### src/rtl/tmds_pkg.sv
`default_nettype none
// tmds_pkg: shared DVI 1.0 TMDS constants and the 8-bit population count helper.
package tmds_pkg;

  localparam logic [9:0] CTRL_00 = 10'h354;
  localparam logic [9:0] CTRL_01 = 10'h0AB;
  localparam logic [9:0] CTRL_10 = 10'h154;
  localparam logic [9:0] CTRL_11 = 10'h2AB;

  localparam int CNT_W = 5;

  function automatic logic [3:0] popcount8(input logic [7:0] v);
    logic [3:0] n;
    n = 4'd0;
    for (int i = 0; i < 8; i++) begin
      n = n + {3'd0, v[i]};
    end
    return n;
  endfunction

endpackage
`default_nettype wire

### src/rtl/tmds_encoder.sv
`default_nettype none
// tmds_encoder: DVI 1.0 TMDS 8b/10b encoder for one channel, two-stage pipeline
// (transition minimisation, then DC balance with a signed running disparity).
module tmds_encoder
  import tmds_pkg::*;
(
  input  logic       pix_clk,
  input  logic       rst,
  input  logic       de,
  input  logic [7:0] data,
  input  logic [1:0] ctrl,
  output logic [9:0] tmds
);

  localparam logic signed [CNT_W-1:0] CNT_TWO  = CNT_W'(2);
  localparam logic signed [CNT_W-1:0] CNT_ZERO = '0;

  logic [8:0]              q_m_next;
  logic [8:0]              q_m;
  logic                    de_s1;
  logic [1:0]              ctrl_s1;
  logic signed [CNT_W-1:0] cnt;

  logic [3:0]              n1d;
  logic                    use_xnor;
  logic [3:0]              n1;
  logic [3:0]              n0;
  logic signed [CNT_W-1:0] diff;
  logic signed [CNT_W-1:0] bias;
  logic signed [CNT_W-1:0] cnt_next;
  logic [9:0]              sym_next;

  always_comb begin
    n1d         = popcount8(data);
    use_xnor    = (n1d > 4'd4) || ((n1d == 4'd4) && !data[0]);
    q_m_next    = '0;
    q_m_next[0] = data[0];
    for (int i = 1; i < 8; i++) begin
      q_m_next[i] = use_xnor ? ~(q_m_next[i-1] ^ data[i]) : (q_m_next[i-1] ^ data[i]);
    end
    q_m_next[8] = ~use_xnor;
  end

  // diff is N1-N0 of the stage-1 word; bias is the 2*q_m[8] correction term.
  always_comb begin
    n1       = popcount8(q_m[7:0]);
    n0       = 4'd8 - n1;
    diff     = $signed({1'b0, n1}) - $signed({1'b0, n0});
    bias     = q_m[8] ? CNT_TWO : CNT_ZERO;
    sym_next = {1'b0, q_m[8], q_m[7:0]};
    cnt_next = cnt;
    if ((cnt == CNT_ZERO) || (n1 == 4'd4)) begin
      sym_next = q_m[8] ? {2'b01, q_m[7:0]} : {2'b10, ~q_m[7:0]};
      cnt_next = q_m[8] ? (cnt + diff) : (cnt - diff);
    end else if ((!cnt[CNT_W-1] && (n1 > 4'd4)) || (cnt[CNT_W-1] && (n1 < 4'd4))) begin
      sym_next = {1'b1, q_m[8], ~q_m[7:0]};
      cnt_next = cnt + bias - diff;
    end else begin
      sym_next = {1'b0, q_m[8], q_m[7:0]};
      cnt_next = cnt + diff - (CNT_TWO - bias);
    end
  end

  always_ff @(posedge pix_clk) begin
    if (rst) begin
      q_m     <= '0;
      de_s1   <= 1'b0;
      ctrl_s1 <= 2'b00;
      tmds    <= CTRL_00;
      cnt     <= CNT_ZERO;
    end else begin
      q_m     <= q_m_next;
      de_s1   <= de;
      ctrl_s1 <= ctrl;
      if (de_s1) begin
        tmds <= sym_next;
        cnt  <= cnt_next;
      end else begin
        cnt <= CNT_ZERO;
        case (ctrl_s1)
          2'b00:   tmds <= CTRL_00;
          2'b01:   tmds <= CTRL_01;
          2'b10:   tmds <= CTRL_10;
          default: tmds <= CTRL_11;
        endcase
      end
    end
  end

endmodule
`default_nettype wire

### config.mk
export PLATFORM = sky130hd
export DESIGN_NAME = tmds_encoder
export DESIGN_NICKNAME = d
export VERILOG_FILES = /design/src/rtl/tmds_pkg.sv /design/src/rtl/tmds_encoder.sv
export SDC_FILE = /design/constraint.sdc
export NUM_CORES = 1
export LEC_CHECK = 0
export ABC_AREA = 1
export BUFFER_PORTS_ARGS = -buffer_cell sky130_fd_sc_hd__buf_2
export CAP_MARGIN = 20
export CORE_UTILIZATION = 35
export CTS_CLUSTER_DIAMETER = 50
export CTS_CLUSTER_SIZE = 30
export DETAILED_ROUTE_END_ITERATION = 6
export GPL_ROUTABILITY_DRIVEN = 0
export PLACE_DENSITY_LB_ADDON = 0.2
export SETUP_SLACK_MARGIN = 0.5
export SLEW_MARGIN = 20
export SYNTH_ARGS = -nofsm -noshare
export SYNTH_HDL_FRONTEND = slang
export SYNTH_SLANG_ARGS = --single-unit
### constraint.sdc
create_clock -name pix_clk -period 5.14 [get_ports pix_clk]
set_clock_uncertainty 0.05 [all_clocks]
set_input_delay 0.514 -clock pix_clk [delete_from_list [all_inputs] [get_ports pix_clk]]
set_output_delay 0.514 -clock pix_clk [all_outputs]
set_load 0.01 [all_outputs]
==> parameters.txt <==
Parameter                              Value

Synthesis
  Area of the mapped netlist    2240 sq um
  Most common cell in the synthesized netlist    sky130_fd_sc_hd__nand2_1
  Fraction of post-synthesis cell area in the top cell type by area    0.242
  Most numerous cell types in the synthesized netlist    sky130_fd_sc_hd__nand2_1, sky130_fd_sc_hd__inv_1, sky130_fd_sc_hd__nand3_1
  Synth Register Bits    27
  EDFF count, synth    0
  Synthesized instance count    322
  Number of warnings issued by yosys    0
  Synthesized area per cell    6.94 sq um
  Sequential cell area fraction in the yosys report    0.242
  Predominant post-synthesis flop cell    sky130_fd_sc_hd__dfxtp_1
  Unique cell type count in the Yosys netlist    28
  Most area-hungry cell type in the Yosys netlist    sky130_fd_sc_hd__dfxtp_1
  Share of synthesized flip-flops with an asynchronous set or reset    0
  Cell types occupying the most area after synthesis    sky130_fd_sc_hd__dfxtp_1, sky130_fd_sc_hd__nand2_1, sky130_fd_sc_hd__ha_1
  Syn Nets    370

Worst setup path
  Cell at the slowest stage of the critical path    sky130_fd_sc_hd__fa_2
  Max Fanout on Critical Path    2
  Critical path startpoint category    flop
  Data arrival time at the worst-slack endpoint    4.86 ns
  Required time of the critical path    5.28 ns
  Cell repeated most along the worst path    sky130_fd_sc_hd__nand2_1
  Crit-path leading delay family    adder cells
  Critical path start-end classification    flop to flop
  Maximum cell stage delay along the critical path    0.56 ns
  Number of buffers and inverters on the critical path    5
  Critical path capture point type    flop

Floorplanning
  Initial standard-cell utilization of the core    0.371
  Count of standard-cell rows    28
  Io pins    23
  Die extent in x    81.9 um
  Chip Height    81.9 um
  Full die area    6710 sq um
  Core ar.    6030 sq um

Finish
  Area used by sequential logic in the layout    543 sq um
  Number of diodes added for antenna fixing    0
  Fraction of layout instances using a drive strength above 1    0.179
  Fin area    2580 sq um
  Area of the multi-input gates    1480 sq um
  Final-layout fill cell count    647
  P&R area growth vs syn    15.6%
  Post-route non-filler standard cell count    426
  Net count of the finished layout    400

Timing
  Unrepaired setup endpoints after global routing    true
  Final number of hold-violating endpoints    0
  Final setup fails    0
  Maximum achievable frequency    212 MHz
  Actual transition at the worst max-transition pin    0.456 ns
  Tmin final    4.72 ns
  Slew headroom    0.693
  Number of max-slew violations in the final report    0
  Final sum of negative setup slack    0 ns
  Fraction of the cycle the final worst path needs    0.919

Placed design
  Port-buffer cells    22
  Inst Count DP    415
  Dpl cell area    2450 sq um
  Final HPWL DP    3870 um

Global route
  Via count of the first global-routing pass    1798
  Remaining Overflow, GRT    0
  Maximum number of pins on one net before global-route repair    18
  Global-route wire length before repair    7640 um
  Global-route total usage across every layer    0.148
  Initial antenna violation count    0

Route
  Remaining antenna violation count after routing    0
  Routed wire length    4660 um
  Post-route DRC violation count    0
  Number of detailed-route iterations in the first pass    4
  Ratio of routed vias to standard cells    4.57
  Post-DR wirelength/cell    10.9 um
  Initial DRC count    57
  Vias after detailed routing    1948

Clock network
  CTS Sinks    27
  Clock Root Buffer    sky130_fd_sc_hd__clkbuf_8
  Number of clock buffers inserted by TritonCTS    3
  Clock slew at reported path FFs    0.10 ns
  Maximum clock path buffer count    2
  CTS tree    built
  Worst skew pair latency    0.28 ns
  Quantity of hold-fixing buffers added after cts    0
  Total number of H-tree levels    1

Hold path
  Worst min-delay path class    primary input to flop

Run status
  Outcome    complete, no violations

Run
  Max-cap violations    0
==> per-stage QoR <==
step	hold WS, ns	setup slack (ns)	utilization
2_1_floorplan	0.366	0.350	-
3_3_place_gp	0.379	0.205	0.406
3_5_place_dp	0.385	0.123	0.406
4_1_cts	0.366	0.360	0.422
5_1_grt	0.383	0.202	0.429
6_report	0.373	0.419	0.429
==> cells in the final DEF (no fill, tap or decap), types with 2 or more instances in the layout <==
| cell type | synthesis | routed |
|---|---|---|
| sky130_fd_sc_hd__clkbuf_8 | 0 | 3 |
| sky130_fd_sc_hd__nand2_4 | 3 | 3 |
| sky130_fd_sc_hd__dfxtp_1 | 27 | 25 |
| sky130_fd_sc_hd__o211ai_1 | 4 | 4 |
| sky130_fd_sc_hd__ha_4 | 0 | 2 |
| sky130_fd_sc_hd__nor2_4 | 1 | 3 |
| sky130_fd_sc_hd__inv_2 | 3 | 7 |
| sky130_fd_sc_hd__fa_1 | 12 | 11 |
| sky130_fd_sc_hd__a21oi_1 | 12 | 11 |
| sky130_fd_sc_hd__nand2_1 | 78 | 78 |
| sky130_fd_sc_hd__nand3_1 | 37 | 37 |
| sky130_fd_sc_hd__nor2_1 | 26 | 24 |
| sky130_fd_sc_hd__inv_1 | 63 | 59 |
| sky130_fd_sc_hd__buf_2 | 0 | 22 |
| sky130_fd_sc_hd__o21ai_0 | 12 | 12 |
| sky130_fd_sc_hd__xor2_1 | 2 | 2 |
| sky130_fd_sc_hd__ha_1 | 23 | 20 |
| sky130_fd_sc_hd__dfxtp_2 | 0 | 2 |
| sky130_fd_sc_hd__nand2_2 | 4 | 4 |
| sky130_fd_sc_hd__buf_4 | 1 | 6 |
==> worst paths after layout <==
kind,from,end,slack (ns),cells after the start
max,q_m[3],cnt[4],0.42,26
min,de,de_s1,0.37,3
max reg2reg,q_m[3],cnt[4],0.42,26
min reg2reg,cnt[0],cnt[0],0.39,2
==> worst reg2reg max path, delay by kind of cell (launching register included) <==
family,cells,cell delay [ns]
buffers and inverters,5,0.30
adders and majority gates,7,2.91
DFF,1,0.34
AOI/OAI and AO/OA,2,0.29
and+or+nand+nor,12,0.72
==> final cells by class <==
class / instances / share of cell area
Clock buffer: 3 / 0.0160
Timing Repair Buffer: 29 / 0.0644
Tap cell: 75 / 0.0363
Clock inverter: 1 / 0.00339
Inverter: 67 / 0.0973
Multi-Input combinational cell: 224 / 0.572
Sequential cell: 27 / 0.210
==> flip-flops by register name (all words and copies together) (netlist names) <==
register / count
ctrl_s1: 2
q_m: 9
de_s1: 1
cnt: 5
tmds: 10
==> timing repair <==
item / in CTS / in global routing
endpoints found under the setup margin: 2 / 2
setup buffers: 4 / 3
pin swaps: 6 / 4
resized for setup: 3 / 7
==> layer usage <==
| metal | wire length [um] | vias to the layer above | share of wire | global-route usage |
|---|---|---|---|---|
| met5 | 0 | - | 0 | 0 |
| met4 | 47 | 0 | 0.010 | 0.0351 |
| met3 | 76 | 5 | 0.016 | 0.0167 |
| met2 | 2320 | 17 | 0.50 | 0.279 |
| met1 | 2210 | 874 | 0.47 | 0.177 |
| li1 | - | 1052 | - | - |
==> cells by family (layout without fill, tap and decap cells) <==
group	count (synthesis)	count (layout)	share of synthesized area
adder cells (fa/ha/maj)	35	35	0.236
AO/OA/AOI/OAI	32	32	0.0806
buffers and inverters	71	100	0.124
flip-flops	27	27	0.242
AND/OR/NAND/NOR	153	153	0.302
XOR/XNOR	4	4	0.0157
Power is left out: the tool's default activity adds up to more than one toggle a clock period on the data nets, which glitch-free logic cannot reach.
